$ cat src/rtl/issue_unit.sv
// Issue stage of the out-of-order core. Holds the architectural register
// file and the rename tag table, resolves each operand to a value or a RoB
// dependency tag, and emits one registered issue packet per accepted
// instruction to the RS, LSB and RoB.
module issue_unit #(
  parameter int ROB_W = 4,
  parameter int NREG  = 32
) (
  input  logic             clk,
  input  logic             rst_n,
  input  logic             rdy,
  input  logic             dec_valid,
  output logic             dec_ready,
  input  logic [31:0]      dec_instr,
  input  logic [31:0]      dec_addr,
  input  logic [2:0]       dec_op,
  input  logic [6:0]       dec_type,
  input  logic [4:0]       dec_rs1,
  input  logic [4:0]       dec_rs2,
  input  logic [4:0]       dec_rd,
  input  logic             dec_use1,
  input  logic             dec_use2,
  input  logic             dec_wr_rd,
  input  logic             dec_to_rs,
  input  logic             dec_to_lsb,
  input  logic             rs_full,
  input  logic             lsb_full,
  input  logic             rob_full,
  input  logic [ROB_W-1:0] rob_tail_id,
  output logic [ROB_W-1:0] rob_q1_id,
  output logic [ROB_W-1:0] rob_q2_id,
  input  logic             rob_q1_ready,
  input  logic             rob_q2_ready,
  input  logic [31:0]      rob_q1_value,
  input  logic [31:0]      rob_q2_value,
  input  logic             alu_ready,
  input  logic [ROB_W-1:0] alu_rob_id,
  input  logic [31:0]      alu_value,
  input  logic             lsb_ready,
  input  logic [ROB_W-1:0] lsb_rob_id,
  input  logic [31:0]      lsb_value,
  input  logic             commit_valid,
  input  logic [4:0]       commit_rd,
  input  logic [ROB_W-1:0] commit_rob_id,
  input  logic [31:0]      commit_value,
  input  logic             rob_clear,
  output logic             instr_issued,
  output logic             iss_to_rs,
  output logic             iss_to_lsb,
  output logic [31:0]      iss_instr,
  output logic [31:0]      iss_addr,
  output logic [2:0]       iss_op,
  output logic [6:0]       iss_type,
  output logic [4:0]       iss_rd,
  output logic [31:0]      reg_value1,
  output logic [31:0]      reg_value2,
  output logic             has_dep1,
  output logic             has_dep2,
  output logic [ROB_W-1:0] v_rob_id1,
  output logic [ROB_W-1:0] v_rob_id2,
  output logic [ROB_W-1:0] rd_rob_id
);

  typedef struct packed {
    logic [31:0]      value;
    logic             dep;
    logic [ROB_W-1:0] id;
  } opnd_t;

  // Architectural state: register file and rename tag table.
  logic [31:0]      r_regfile   [NREG];
  logic [ROB_W-1:0] r_tag       [NREG];
  logic             r_tag_valid [NREG];

  // Registered issue packet.
  logic             r_issued;
  logic             r_to_rs, r_to_lsb;
  logic [31:0]      r_instr, r_addr;
  logic [2:0]       r_op;
  logic [6:0]       r_type;
  logic [4:0]       r_rd;
  opnd_t            r_op1, r_op2;
  logic [ROB_W-1:0] r_rd_rob_id;

  logic  w_stall, w_accept, w_retag, w_commit_wr, w_commit_clr;
  opnd_t w_op1, w_op2;

  // Resolve one operand against the pre-update tables, newest source first.
  function automatic opnd_t resolve(input logic use_k, input logic [4:0] rs,
                                    input logic q_ready, input logic [31:0] q_value);
    opnd_t            o;
    logic [ROB_W-1:0] t;
    o = '0;
    t = r_tag[rs];
    if (!use_k || rs == 5'd0) begin
      o = '0;
    end else if (r_tag_valid[rs]) begin
      if (commit_valid && commit_rob_id == t)   o.value = commit_value;
      else if (alu_ready && alu_rob_id == t)    o.value = alu_value;
      else if (lsb_ready && lsb_rob_id == t)    o.value = lsb_value;
      else if (q_ready)                         o.value = q_value;
      else begin
        o.dep = 1'b1;
        o.id  = t;
      end
    end else if (commit_valid && commit_rd == rs) begin
      o.value = commit_value;
    end else begin
      o.value = r_regfile[rs];
    end
    return o;
  endfunction

  // Handshake: stall on any full target, flush or global disable.
  always_comb begin
    w_stall      = rob_full | (dec_to_rs & rs_full) | (dec_to_lsb & lsb_full)
                 | rob_clear | ~rdy;
    dec_ready    = rst_n & ~w_stall;
    w_accept     = dec_valid & dec_ready;
    w_retag      = w_accept & dec_wr_rd & (dec_rd != 5'd0);
    w_commit_wr  = commit_valid & (commit_rd != 5'd0);
    // A same-cycle issue that retags the register keeps its new tag.
    w_commit_clr = w_commit_wr & r_tag_valid[commit_rd]
                 & (r_tag[commit_rd] == commit_rob_id)
                 & ~(w_retag & (dec_rd == commit_rd));
  end

  // Operand resolution and RoB lookup ids.
  always_comb begin
    w_op1     = resolve(dec_use1, dec_rs1, rob_q1_ready, rob_q1_value);
    w_op2     = resolve(dec_use2, dec_rs2, rob_q2_ready, rob_q2_value);
    rob_q1_id = r_tag[dec_rs1];
    rob_q2_id = r_tag[dec_rs2];
  end

  // Register file and tag table update: commit writes, issue retags, flush clears tags.
  always_ff @(posedge clk or negedge rst_n) begin
    // NOTE: the tables are small flop arrays that must read as zero after
    // reset, so they are reset explicitly rather than inferred as a RAM.
    if (!rst_n) begin
      for (int i = 0; i < NREG; i++) begin
        r_regfile[i]   <= '0;
        r_tag[i]       <= '0;
        r_tag_valid[i] <= 1'b0;
      end
    end else if (rdy) begin
      // NOTE: non-blocking assignments so every read above sees pre-edge state.
      if (w_commit_wr)  r_regfile[commit_rd]   <= commit_value;
      if (w_commit_clr) r_tag_valid[commit_rd] <= 1'b0;
      if (w_retag) begin
        r_tag[dec_rd]       <= rob_tail_id;
        r_tag_valid[dec_rd] <= 1'b1;
      end
      if (rob_clear) begin
        for (int i = 0; i < NREG; i++) r_tag_valid[i] <= 1'b0;
      end
    end
  end

  // Issue packet register: one-cycle pulse, payload holds between issues.
  always_ff @(posedge clk or negedge rst_n) begin
    if (!rst_n) begin
      r_issued    <= 1'b0;
      r_to_rs     <= 1'b0;
      r_to_lsb    <= 1'b0;
      r_instr     <= '0;
      r_addr      <= '0;
      r_op        <= '0;
      r_type      <= '0;
      r_rd        <= '0;
      r_op1       <= '0;
      r_op2       <= '0;
      r_rd_rob_id <= '0;
    end else begin
      r_issued <= w_accept;
      if (w_accept) begin
        r_to_rs     <= dec_to_rs;
        r_to_lsb    <= dec_to_lsb;
        r_instr     <= dec_instr;
        r_addr      <= dec_addr;
        r_op        <= dec_op;
        r_type      <= dec_type;
        r_rd        <= dec_rd;
        r_op1       <= w_op1;
        r_op2       <= w_op2;
        r_rd_rob_id <= rob_tail_id;
      end
    end
  end

  assign instr_issued = r_issued;
  assign iss_to_rs    = r_to_rs;
  assign iss_to_lsb   = r_to_lsb;
  assign iss_instr    = r_instr;
  assign iss_addr     = r_addr;
  assign iss_op       = r_op;
  assign iss_type     = r_type;
  assign iss_rd       = r_rd;
  assign reg_value1   = r_op1.value;
  assign reg_value2   = r_op2.value;
  assign has_dep1     = r_op1.dep;
  assign has_dep2     = r_op2.dep;
  assign v_rob_id1    = r_op1.id;
  assign v_rob_id2    = r_op2.id;
  assign rd_rob_id    = r_rd_rob_id;

endmodule

$ cat config.mk
export PLATFORM = sky130hd
export DESIGN_NAME = issue_unit
export DESIGN_NICKNAME = d
export VERILOG_FILES = /design/src/rtl/issue_unit.sv
export SDC_FILE = /design/constraint.sdc
export NUM_CORES = 2
export LEC_CHECK = 0
export BUFFER_PORTS_ARGS = -buffer_cell sky130_fd_sc_hd__clkbuf_2
export CAP_MARGIN = 10
export CORE_MARGIN = 10
export CORE_UTILIZATION = 25
export DETAILED_ROUTE_END_ITERATION = 6
export SYNTH_ARGS = -nofsm -noshare
export SYNTH_HDL_FRONTEND = slang
export SYNTH_SLANG_ARGS = --single-unit
$ cat constraint.sdc
create_clock -name clk -period 2.7 [get_ports clk]
set_clock_uncertainty 0.1 [all_clocks]
set_input_delay 0.27 -clock clk [delete_from_list [all_inputs] [get_ports clk]]
set_output_delay 0.27 -clock clk [all_outputs]
set_load 0.02 [all_outputs]
==> impl_metrics.ini <==
[global_routing]
grtUsageTotal_pct = 16.78
antenna_found_initial = 18
grt_pass1_wl_mm = 397.2
overflow = 0
grt_pass1_vias = 55020
grt_max_degree = 160

[placed_design]
postPlaceCellArea_um2 = 85020
place.gp.congestion = 0.9278
port_buffers = 456
dp_hpwl_mm = 185.5
dp.cells = 9469

[drt]
first_iter_violations = 5081
dr.pass1.iters = 6
drt-met1-wl_mm = 107.6
wire_per_inst_um = 27.43
vias_per_cell = 5.178
wl_met3_mm = 18.12
drc = 0
dr.max_layer_used = met5
wl_met2_mm = 134.2
ant_nets = 0
routed_wl_mm = 274.7
vias = 51850

[yosys]
synthTopCellsByCount = 1,344 x dfrtp_1, 1,119 x mux2_2, 759 x mux4_2
synthCells = 5044
synth_warnings = 0
synth_enable_flop_cells = 0
yosysMostFrequentCell = dfrtp_1
syn_area_um2 = 72960
yosys.area.top_type = dfrtp_1
synthArstFlopShare_pct = 100.0
netlist_top_cells_area = dfrtp_1 46%, mux4_2 23%, mux2_2 17%
ys_types = 55
synth_top_flop_cell = dfrtp_1
yosys_register_bits = 1344
synth_seq_area_share_pct = 46.10
postSynthAreaPerCell_um2 = 14.46
synth_fp_nets = 5332
yosys.area.top_type_share_pct = 46.10

[sta]
period_needed_ns = 3.400
rsz0062_at_grt = yes
fin_ws_ns = -0.7003
max_slew_margin_pct = 37.97
finalHoldViolations = 0
post-route-period-util_pct = 125.9
tightest_slew_ns = 0.9304
finalMaxSlewViolations = 0
max_freq_mhz = 294.1
finalSetupViolCount = 113

[clocking]
cts_tree = done
clk_path_buf_depth = 3
clk_latency_ns = 0.82
clock-sinks = 1344
cts_buffers = 148
clk_transition_reported_paths_ns = 0.06
cts_root_buffer = clkbuf_16
htree_levels = 4

[power]
power_density_nw_per_um2 = 592.3
power.leakage_nw = 41.90
irDropWorstVdd_uv = 704.7

[layout]
utilization_pct = 32.36
final_cells = 10010
final_area_um2 = 94120
nNetsFinal = 6284
area_delta_synth_final_pct = 29.01
layout-drive-gt1-share_pct = 56.29

[worst_setup_path]
arrival_ns = 3.98
slowest_stage = mux4_2
start_kind = flip-flop
crit_top_cell = mux4_2
worstRegToRegCells = 12
crit_required_ns = 3.28
cp-end-kind = flip-flop
max_stage_delay_ns = 0.50
crit_type = reg2reg
ff2ff_setup_slack_ns = -0.70
crit_chain = mux4_2 -> mux4_2 -> mux2i_4 -> xor2_1 -> nand2_1 -> nor4b_4 -> buf_6 -> buf_12 -> buf_16 -> nor2_1 -> a211oi_1 -> o221ai_1
cp_max_fo = 5

[floorplanning]
die_x_um = 560.2
row_count = 198
die_height_um = 560.2
initial_core_util_pct = 25.08
num_io_pins = 457
design.core.area_um2 = 290800
die_area_um2 = 313800

[hold_path]
hp-class = in2reg
whs_path_depth = 6

[outcome]
status = finished, violations left
violations = setup timing

[job]
cap_violations = 0
## what timing repair did
item | 4_1_cts | 5_1_grt
pin swaps | 58 | 62
endpoints found under the setup margin | 113 | 128
resized for setup | 145 | 119
setup buffers | 35 | 11
hold endpoints to repair | 712 | 1
cloned | 8 | 4
hold buffers | 227 | 1
## logic make-up after synthesis
family | count (synthesis) | share of synthesized area (%)
simple gates | 679 | 3.927
flops | 1344 | 46.10
buf+inv | 606 | 3.293
xor+xnor | 41 | 0.4922
compound gates | 340 | 3.325
mux | 2034 | 42.86
## cells in the final DEF (no fill, tap or decap), types with 12 or more instances in the layout
cell type,count
dfrtp_1,1341
mux2_2,1119
mux4_2,759
buf_4,469
clkbuf_2,437
nand2_1,421
dlygate4sd3_1,228
buf_12,166
clkbuf_16,152
mux2i_1,126
nor2_1,112
o221ai_1,51
a21oi_1,45
buf_6,42
clkbuf_1,35
o21ai_1,34
inv_1,33
o21ai_0,32
a222oi_1,30
clkbuf_8,29
nor2_4,27
a211oi_2,26
a22oi_1,21
o211ai_1,18
xor2_1,18
a21o_1,17
clkinv_2,16
mux2i_2,15
mux2i_4,15
nand4_1,15
bufinv_16,15
xnor2_1,14
buf_8,12
## sequential cells by signal, indices dropped and copies added (netlist names), 3 cells and up
signal,cells
iss_rd,5
r_regfile,1024
r_tag,128
reg_value1,32
iss_op,3
iss_type,7
r_tag_valid,32
reg_value2,32
iss_instr,32
iss_addr,32
v_rob_id2,4
v_rob_id1,4
rd_rob_id,4
## worst paths after layout
kind	from	endpoint
max in group asynchronous	rst_n	r_regfile[1004]$_DFFE_PN0P_
min reg2reg	r_regfile[993]$_DFFE_PN0P_	r_regfile[993]$_DFFE_PN0P_
min in group asynchronous	rst_n	r_regfile[21]$_DFFE_PN0P_
max reg2reg	r_tag[37]$_DFFE_PN0P_	reg_value2[21]$_DFFE_PN0N_
min	rob_q1_value[9]	reg_value1[9]$_DFFE_PN0N_
max	r_tag[37]$_DFFE_PN0P_	reg_value2[21]$_DFFE_PN0N_
## cell type report
type | instances | area, um2
well taps | 3900 | 4880
clock inverters | 51 | 808.3
fillers | 28300 | 196700
clock buffers | 212 | 4245
multi-input cells | 3094 | 38020
inverters | 39 | 162.7
diodes | 4 | 10.01
flip-flops and latches | 1344 | 33640
repair buffers | 1369 | 12360
## stage by stage
step / hold slack [ns] / TNS [ns] / power, mW / worst slack (ns)
3_5_place_dp: 0.1715 / -84.75 / 34.26 / -1.102
4_1_cts: 0.004553 / -45.60 / 56.07 / -0.6166
3_3_place_gp: 0.1641 / -84.71 / 33.84 / -1.113
5_1_grt: 0.03582 / -58.14 / 57.87 / -0.7375
6_report: 0.01460 / -49.71 / 55.75 / -0.7003
2_1_floorplan: -0.1256 / -22.70 / 30.36 / -0.4007
## worst max-delay path: cells and delay by family (launching register included)
kind                      cells  cell delay, ns
AOI/OAI and AO/OA             2            0.39
xor gates and xnor gates      1            0.18
buffers and inverters         3            0.53
and+or+nand+nor               3            0.43
muxes                         3            1.21
DFF                           1            0.40
## power by group
part           total, mW  internal [mW]  switching [mW]
registers           24.1           22.4            1.64
clock network       21.3           12.5            8.85
logic               10.3           5.60            4.75
## layer usage
metal  up-vias  global-route usage (%)
li1      21220                       -
met1     27770                   20.87
met2      2258                   28.26
met3       592                   3.184
met4         4                   7.618
met5         -                       0
No activity file was read; power rests on OpenSTA's default activity.
